===== src/rtl/bin_to_seven_seg_display.sv =====
// Binary to multi-digit seven-segment driver: iterative double-dabble conversion,
// one input bit per clock, with leading-zero blanking and overflow indication.
module bin_to_seven_seg_display #(
    parameter int WIDTH  = 8,
    parameter int DIGITS = 3
) (
    input  logic                  clk,
    input  logic                  rst,
    input  logic                  start,
    input  logic [WIDTH-1:0]      bin_in,
    input  logic                  blank_lz,
    output logic                  busy,
    output logic                  done,
    output logic                  overflow,
    output logic [8*DIGITS-1:0]   disp
);

    localparam int BCD_W = 4 * DIGITS;
    localparam int CNT_W = $clog2(WIDTH + 1);
    localparam logic [CNT_W-1:0] LAST_ITER = CNT_W'(WIDTH - 1);
    localparam logic [7:0] SEG_BLANK = 8'b11111111;
    localparam logic [7:0] SEG_OVF   = 8'b01111111;

    function automatic logic [63:0] pow10(input int n);
        logic [63:0] r;
        r = 64'd1;
        for (int i = 0; i < n; i++) r = r * 64'd10;
        return r;
    endfunction

    localparam logic [63:0] LIMIT = pow10(DIGITS);

    function automatic logic [7:0] seg_decode(input logic [3:0] d);
        case (d)
            4'd0:    seg_decode = 8'b11000000;
            4'd1:    seg_decode = 8'b11111001;
            4'd2:    seg_decode = 8'b10100100;
            4'd3:    seg_decode = 8'b10110000;
            4'd4:    seg_decode = 8'b10011001;
            4'd5:    seg_decode = 8'b10010010;
            4'd6:    seg_decode = 8'b10000010;
            4'd7:    seg_decode = 8'b11111000;
            4'd8:    seg_decode = 8'b10000000;
            4'd9:    seg_decode = 8'b10010000;
            default: seg_decode = SEG_OVF;
        endcase
    endfunction

    typedef enum logic [1:0] {IDLE, SHIFT, LATCH} state_t;

    state_t              state;
    logic [CNT_W-1:0]    cnt;
    logic [WIDTH-1:0]    shreg;
    logic [BCD_W-1:0]    bcd;
    logic [BCD_W-1:0]    bcd_adj;
    logic                blank_q;
    logic                ovf_pend;
    logic                accept;
    logic                lead;
    logic [8*DIGITS-1:0] disp_next;

    assign accept = (state == IDLE) && start;

    always_comb begin
        bcd_adj = bcd;
        for (int i = 0; i < DIGITS; i++) begin
            if (bcd[4*i +: 4] >= 4'd5) bcd_adj[4*i +: 4] = bcd[4*i +: 4] + 4'd3;
        end
    end

    // Blanking walks down from the top digit until the first nonzero digit.
    always_comb begin
        disp_next = '1;
        lead      = blank_q;
        for (int i = DIGITS - 1; i >= 0; i--) begin
            if (lead && (i != 0) && (bcd[4*i +: 4] == 4'd0)) begin
                disp_next[8*i +: 8] = SEG_BLANK;
            end else begin
                disp_next[8*i +: 8] = seg_decode(bcd[4*i +: 4]);
                lead = 1'b0;
            end
        end
    end

    // Conversion datapath: holds no control meaning, so it is not reset.
    always_ff @(posedge clk) begin
        if (accept) begin
            shreg    <= bin_in;
            bcd      <= '0;
            blank_q  <= blank_lz;
            ovf_pend <= (64'(bin_in) >= LIMIT);
        end else if (state == SHIFT) begin
            shreg <= shreg << 1;
            bcd   <= {bcd_adj[BCD_W-2:0], shreg[WIDTH-1]};
        end
    end

    always_ff @(posedge clk or posedge rst) begin
        if (rst) begin
            state    <= IDLE;
            cnt      <= '0;
            busy     <= 1'b0;
            done     <= 1'b0;
            overflow <= 1'b0;
            disp     <= '1;
        end else begin
            done <= 1'b0;
            case (state)
                IDLE: begin
                    if (start) begin
                        state <= SHIFT;
                        cnt   <= '0;
                        busy  <= 1'b1;
                    end
                end
                SHIFT: begin
                    cnt <= cnt + 1'b1;
                    if (cnt == LAST_ITER) state <= LATCH;
                end
                LATCH: begin
                    disp     <= ovf_pend ? {DIGITS{SEG_OVF}} : disp_next;
                    overflow <= ovf_pend;
                    done     <= 1'b1;
                    busy     <= 1'b0;
                    state    <= IDLE;
                end
                default: state <= IDLE;
            endcase
        end
    end

endmodule


===== config.mk =====
export PLATFORM = sky130hd
export DESIGN_NAME = bin_to_seven_seg_display
export DESIGN_NICKNAME = d
export VERILOG_FILES = /design/src/rtl/bin_to_seven_seg_display.sv
export SDC_FILE = /design/constraint.sdc
export NUM_CORES = 1
export LEC_CHECK = 0
export CELL_PAD_IN_SITES_DETAIL_PLACEMENT = 0
export CELL_PAD_IN_SITES_GLOBAL_PLACEMENT = 2
export CORE_MARGIN = 8
export CORE_UTILIZATION = 40
export CTS_BUF_LIST = sky130_fd_sc_hd__clkbuf_8
export DETAILED_ROUTE_END_ITERATION = 8
export HOLD_SLACK_MARGIN = 0.03
export PLACE_DENSITY = 0.92
export REMOVE_ABC_BUFFERS = 1
export SLEW_MARGIN = 5
export SYNTH_ARGS = -nofsm -noshare
export SYNTH_HDL_FRONTEND = slang
export SYNTH_SLANG_ARGS = --single-unit

===== constraint.sdc =====
create_clock -name clk -period 5.25 [get_ports clk]
set_input_delay 1.575 -clock clk [delete_from_list [all_inputs] [get_ports clk]]
set_output_delay 1.575 -clock clk [all_outputs]
set_load 0.03 [all_outputs]

==> results of run 1 <==
==> cell type report <==
class                      instances  area (um^2)  share of cell area
multi-input combinational        228         1488              0.3706
inverter                          24        97.59             0.02431
sequential                        69         1662              0.4140
timing repair buffer              38        377.9             0.09414
clock buffer                      11        151.4             0.03772
tap                              105        131.4             0.03273
clock inverter                     5        106.4             0.02650
==> kinds of logic (layout without fill, tap and decap cells) <==
group                      after synthesis  count (layout)  synth area share
AOI/OAI and AO/OA                       83              83            0.1727
xor gates and xnor gates                 3               3          0.007938
adders and majority gates               22              22           0.08314
buffers and inverters                   36              78           0.04875
DFF                                     69              69            0.5019
muxes                                    9               9           0.03212
other                                    1               1          0.001133
and+or+nand+nor                        110             110            0.1523
==> path summary, 6_finish.rpt <==
check | slack (ps) | endpoint | cells after the start | from
setup / recovery | 1900 | register | 8 | start
hold / removal | 440 | disp[10] | 1 | register
setup reg to reg | 2700 | register | 6 | state[1]
hold reg to reg | 440 | disp[10] | 1 | register
max in group asynchronous | 3320 | disp[18] | 3 | rst
min in group asynchronous | 1610 | done | 3 | rst
==> per-stage QoR <==
| step | util | area, um^2 | cells | hold slack, ps |
|---|---|---|---|---|
| 6_report | 0.4935 | 4014 | 480 | 442.6 |
| 5_1_grt | 0.4935 | 4014 | 480 | 451.1 |
| 4_1_cts | 0.4935 | 4014 | 480 | 445.6 |
| 3_5_place_dp | 0.4618 | 3756 | 464 | 429.8 |
| 3_3_place_gp | 0.4618 | 3756 | 464 | 425.2 |
| 2_1_floorplan | - | 3247 | 321 | 417.6 |
==> metal layers <==
layer | part of all wire | vias to the layer above
met4 | 0.0095 | 0
met1 | 0.50 | 1097
met5 | 0 | -
met3 | 0.045 | 5
met2 | 0.44 | 38
li1 | - | 1226
==> worst max-delay path: stages <==
cell	delay [ps]
clkdlybuf4s50_1	550
nand3b_4	190
inv_2	320
nor2_4	110
a21o_1	250
ha_1	210
nor3_1	290
a311oi_2	80
==> power by group <==
group / internal [uW] / switching [uW] / total (uW)
combinational: 642 / 929 / 1570
sequential: 856 / 158 / 1010
clock: 342 / 207 / 549
==> cells in the final DEF, fill, tap and decap left out, drive strengths merged <==
cell type / count
o311a: 1
xnor2: 3
nand4: 1
nand3b: 1
nand2: 63
mux2i: 5
o21ai: 36
nand3: 7
and2: 2
a31oi: 2
mux2: 4
o2bb2ai: 1
nand2b: 5
clkbuf: 11
clkinvlp: 1
bufinv: 3
and2b: 1
buf: 1
clkinv: 2
dfxtp: 28
a22oi: 1
o22a: 11
nor3b: 1
inv: 23
nor2: 15
nor3: 14
clkdlybuf4s50: 37
ha: 22
edfxtp: 9
a21o: 2
dfstp: 24
a311oi: 2
o22ai: 6
a221oi: 1
o31ai: 4
conb: 1
a21oi: 16
dfrtp: 8
==> run metrics, run 1 <==
Peak Freq approximately 300 MHz; TritonCTS buffer count 9; Crit Path Max Fanout 16; total of warnings raised by yosys 0; largest net degree at the start of global routing 33; setup ws final approximately 1900 ps; TritonCTS clock tree built; clk sinks 69; most common cell in the netlist nand2_1; Primary FF master, synth dfxtp_1; H-tree Lvls 3; Tot Pwr 3134 uW; post-route antenna net violation count 0; setup TNS 0 ps; Final Max Tran Viols 0; First DRT Iteration DRCs 76; Site Rows 33; Tot GR Track Use 0.1259; GR Layer Usage met2 0.1878; Worst-path clk slew 70 ps; final wirelength ~6.6 mm; Synth async-reset ratio 0.4638; Post-Synthesis Cells 333; crit path launch type primary input; global-route wire length before repair approximately 12 mm; Power per Cell Area 780.7 nW/um^2; final hold viol count 0; Area contributors post-synth dfstp_2 19%, dfxtp_1 17%, ha_1 8.3%, edfxtp_1 8.2%, nand2_1 7.1%; DP Worst Slack 1514 ps; relative slew slack 0.2761; post-synth top area cell dfstp_2; EDFF count, synth 9; # diodes 0; Crit path arrival time 3570 ps; initial antenna violation count 0; Max-Cap Viols 0; #FFs+latches synth 69; wire per inst around 14 um; I/O pins 39; synthesized area per cell 9.942 um^2; top post-synthesis cells by count 63 x nand2_1, 28 x dfxtp_1, 28 x o21ai_0; Lkg Pwr 0.001719 uW; cts repair resizes 0; fill count 758; outcome complete, no violations; die area ~11000 um^2; Post-CTS Hold Fix Bufs 0; vias in the first global route between 2000 and 2500; I/O Buffers 37; DRC Markers 0; CTS max path bufs 2; vias approximately 2400; DIE WIDTH around 110 um; grt met1 use 0.1629; Pre-antenna DRT Iters 4; Final period util 0.6384; area delta synth->final 21.24%; min-delay worst type reg -> reg; Yosys top cell area share 0.1905; CORE AREA approximately 8000 um^2; crit path time final roughly 3400 ps; initial cell density of the core 0.4070; Setup CP Type in -> reg; share of layout cells above drive strength 1 0.1733; Yosys cell types 51; Worst Path Required between 5000 and 6000 ps; remaining global-route overflow 0; Slew @ Worst Pin 1078 ps; die height approximately 110 um; setup bufs post-CTS 0; clock latency on the worst-skew pair 350 ps; GRT busiest layer met2; sequential cell area fraction in the yosys report 0.5019; CP endpoint kind register; peak supply drop 0.2395 mV; detailed placement HPWL ~4.6 mm; GPL Wtd Cong 0.7732; unrepaired setup endpoints after global routing no; final net count between 400 and 500; clock skew about 5.3 ps; met3 GRT Util 0.03659; DR vias/cell roughly 5; setup violators final 0; CTS root buffer clkbuf_8; area of the mapped netlist 3311 um^2
(Power assumes the default switching activity.)
==> run 2: changes to the inputs <==
--- a/config.mk
+++ b/config.mk
@@ -8,11 +8,11 @@
 export CELL_PAD_IN_SITES_DETAIL_PLACEMENT = 0
 export CELL_PAD_IN_SITES_GLOBAL_PLACEMENT = 2
 export CORE_MARGIN = 8
-export CORE_UTILIZATION = 40
+export CORE_UTILIZATION = 33
 export CTS_BUF_LIST = sky130_fd_sc_hd__clkbuf_8
 export DETAILED_ROUTE_END_ITERATION = 8
 export HOLD_SLACK_MARGIN = 0.03
-export PLACE_DENSITY = 0.92
+export PLACE_DENSITY = 0.81
 export REMOVE_ABC_BUFFERS = 1
 export SLEW_MARGIN = 5
 export SYNTH_ARGS = -nofsm -noshare
==> constraint.sdc (replaced) <==
create_clock -name clk -period 3 [get_ports clk]
set_input_delay 0.9 -clock clk [delete_from_list [all_inputs] [get_ports clk]]
set_output_delay 0.9 -clock clk [all_outputs]
set_load 0.03 [all_outputs]
==> run 2 against run 1 <==
Sequential power grew 76%. Register-to-register slack lost 2200 ps. Via count shrank 0.30%. Power grew 69%. First-iteration DRC count grew 41%. Hold slack gained 2.2 ps. Clock power grew 39%. Clock-buffer cell count shrank 2. Wire length grew 5.1%. Non-clock buffer count grew 7. Cell area grew 0.69%. Critical path type is now reg -> reg. Largest power group unchanged.
==> run metrics, run 2 (synthesis gave the netlist of run 1 again) <==
outcome complete, no violations; I/O pins 39; Worst-path clk slew 80 ps; # diodes 0; cts repair resizes 0; crit path cell chain inv_1 -> ha_1 -> nand2b_1 -> nor3b_1 -> a21oi_1 -> o21ai_0 -> inv_1 -> ha_1 -> mux2_1 -> a21oi_1; Reg2Reg Launch Point bcd[5]; clk sinks 69; Layout Cell Area excl Fill 4041 um^2; CORE AREA between 9000 and 10000 um^2; Tot Pwr 5311 uW; Worst Path Required 3270 ps; DR vias/cell 4.581; initial antenna violation count 0; placed inst area 3844 um^2; Final period util 0.8361; CTS root buffer clkbuf_8; DRC Markers 0; Crit path arrival time 2770 ps; Crit Path Max Fanout 5; R2R depth 10; remaining global-route overflow 0; vias in the first global route 2350; final wirelength 6.939 mm; min-delay worst type reg -> reg; CTS max path bufs 2; clock skew 10.69 ps; WHS Endpoint disp[15]; Switching Fraction 0.4290; Buf+Inv Stages, Crit Path 2; Max-Cap Viols 0; Power per Cell Area about 1300 nW/um^2; final net count 411; unrepaired setup endpoints after global routing no; setup bufs post-CTS 0; Pre-antenna DRT Iters 4; die area 13490 um^2; Setup CP Type reg -> reg; final hold viol count 0; largest net degree at the start of global routing 33; share of power burned in the clock network 0.143; TritonCTS buffer count 9; share of layout cells above drive strength 1 0.1885; area of the multi-input gates 1488 um^2; Switch Pwr 2278 uW; Slew @ Worst Pin 550.4 ps; initial cell density of the core 0.3387; Seq pwr share 0.334; peak supply drop 0.3806 mV; most common cell after layout, fill and taps aside nand2_1; delay of the slowest critical-path stage about 440 ps; crit path launch type register; DIE WIDTH between 100 and 150 um; area delta synth->final 22.07%; setup violators final 0; post-route antenna net violation count 0; combinational share of power 0.522; most frequent cells in the layout 63 x nand2_1, 37 x clkdlybuf4s50_1, 28 x o21ai_0, 28 x dfxtp_1, 24 x dfstp_2; Tot GR Track Use 0.1102; crit path time final roughly 2500 ps; H-tree Lvls 3; Post-CTS Hold Fix Bufs 0; Worst Hold Depth 1; fill count around 970; setup TNS 0 ps; relative slew slack 0.6331; detailed placement HPWL between 4 and 5 mm; vias 2359; Final Max Tran Viols 0; I/O Buffers 37; clock latency on the worst-skew pair 340 ps; Lkg Pwr 0.001725 uW; internal power 3033 uW; wire per inst approximately 13 um; TritonCTS clock tree built; FF+latch area 1662 um^2; Worst path slowest cell o21ai_0; First DRT Iteration DRCs 107; Top Family by Delay on Critical Path compound AO/OA/AOI/OAI gates; final std cells w/o fill between 500 and 600; GPL Wtd Cong 0.8154; CP endpoint kind register; Core Util, Final 0.4135; Peak Freq 398.7 MHz; R2R Setup Slk about 490 ps; die height 116.2 um; placed insts 499; Site Rows 36; global-route wire length before repair 11.63 mm
## run 2: cell types whose count changed in the layout (fill, tap and decap cells not counted)
cell        delta
buf_4          +7
bufinv_16      -2
clkbuf_8       -2
clkinv_2       +1
clkinvlp_4     +1
inv_4          +1
inv_6          +1
## run 2: power by group through the flow
stage | sequential, uW | clock, uW | combinational [uW]
final | 1780 | 761 | 2770
after detailed placement | 1800 | 0 | 2790
after floorplan | 2020 | 0 | 1790
after global placement | 1790 | 0 | 2780
after global routing | 1840 | 825 | 3130
after CTS | 1780 | 788 | 2810
## run 2: worst max-delay path by stage
stage | slack (ps) | endpoint | cells past startpoint | startpoint
after CTS | 450 | register | 10 | bcd[5]
after detailed placement | 210 | register | 9 | start
after floorplan | 790 | register | 8 | start
after global routing | 130 | register | 10 | bcd[4]
final | 490 | register | 10 | bcd[5]
after global placement | 250 | register | 9 | start
## run 2: routing by layer
metal	up-vias	global-route usage	share of wire
li1	1231	-	-
met1	1085	0.1501	0.52
met2	36	0.1607	0.42
met3	7	0.03413	0.049
met4	0	0.03889	0.013
met5	-	0	0
## run 2: area by class of cell
class	count	share of cell area
clock buffers	9	0.03065
clock inverters	7	0.01827
inverters	24	0.02415
multi-input cells	228	0.3681
flip-flops and latches	69	0.4111
well taps	133	0.04118
repair buffers	45	0.1065
## run 2: through the flow
| step | hold WS (ps) | setup WS (ps) |
|---|---|---|
| global route | 458.3 | 130.6 |
| finish | 444.8 | 491.8 |
| global placement | 425.0 | 250.1 |
| detailed placement | 435.8 | 207.8 |
| floorplan | 417.6 | 786.1 |
| CTS | 449.1 | 453.0 |
## run 2: worst register-to-register path, cell delays in order, from the launching register on
cell and delay [ps]:
dfxtp_1 390, inv_1 140, ha_1 250, nand2b_1 120
nor3b_1 180, a21oi_1 70, o21ai_0 440, inv_1 170
ha_1 250, mux2_1 280, a21oi_1 140
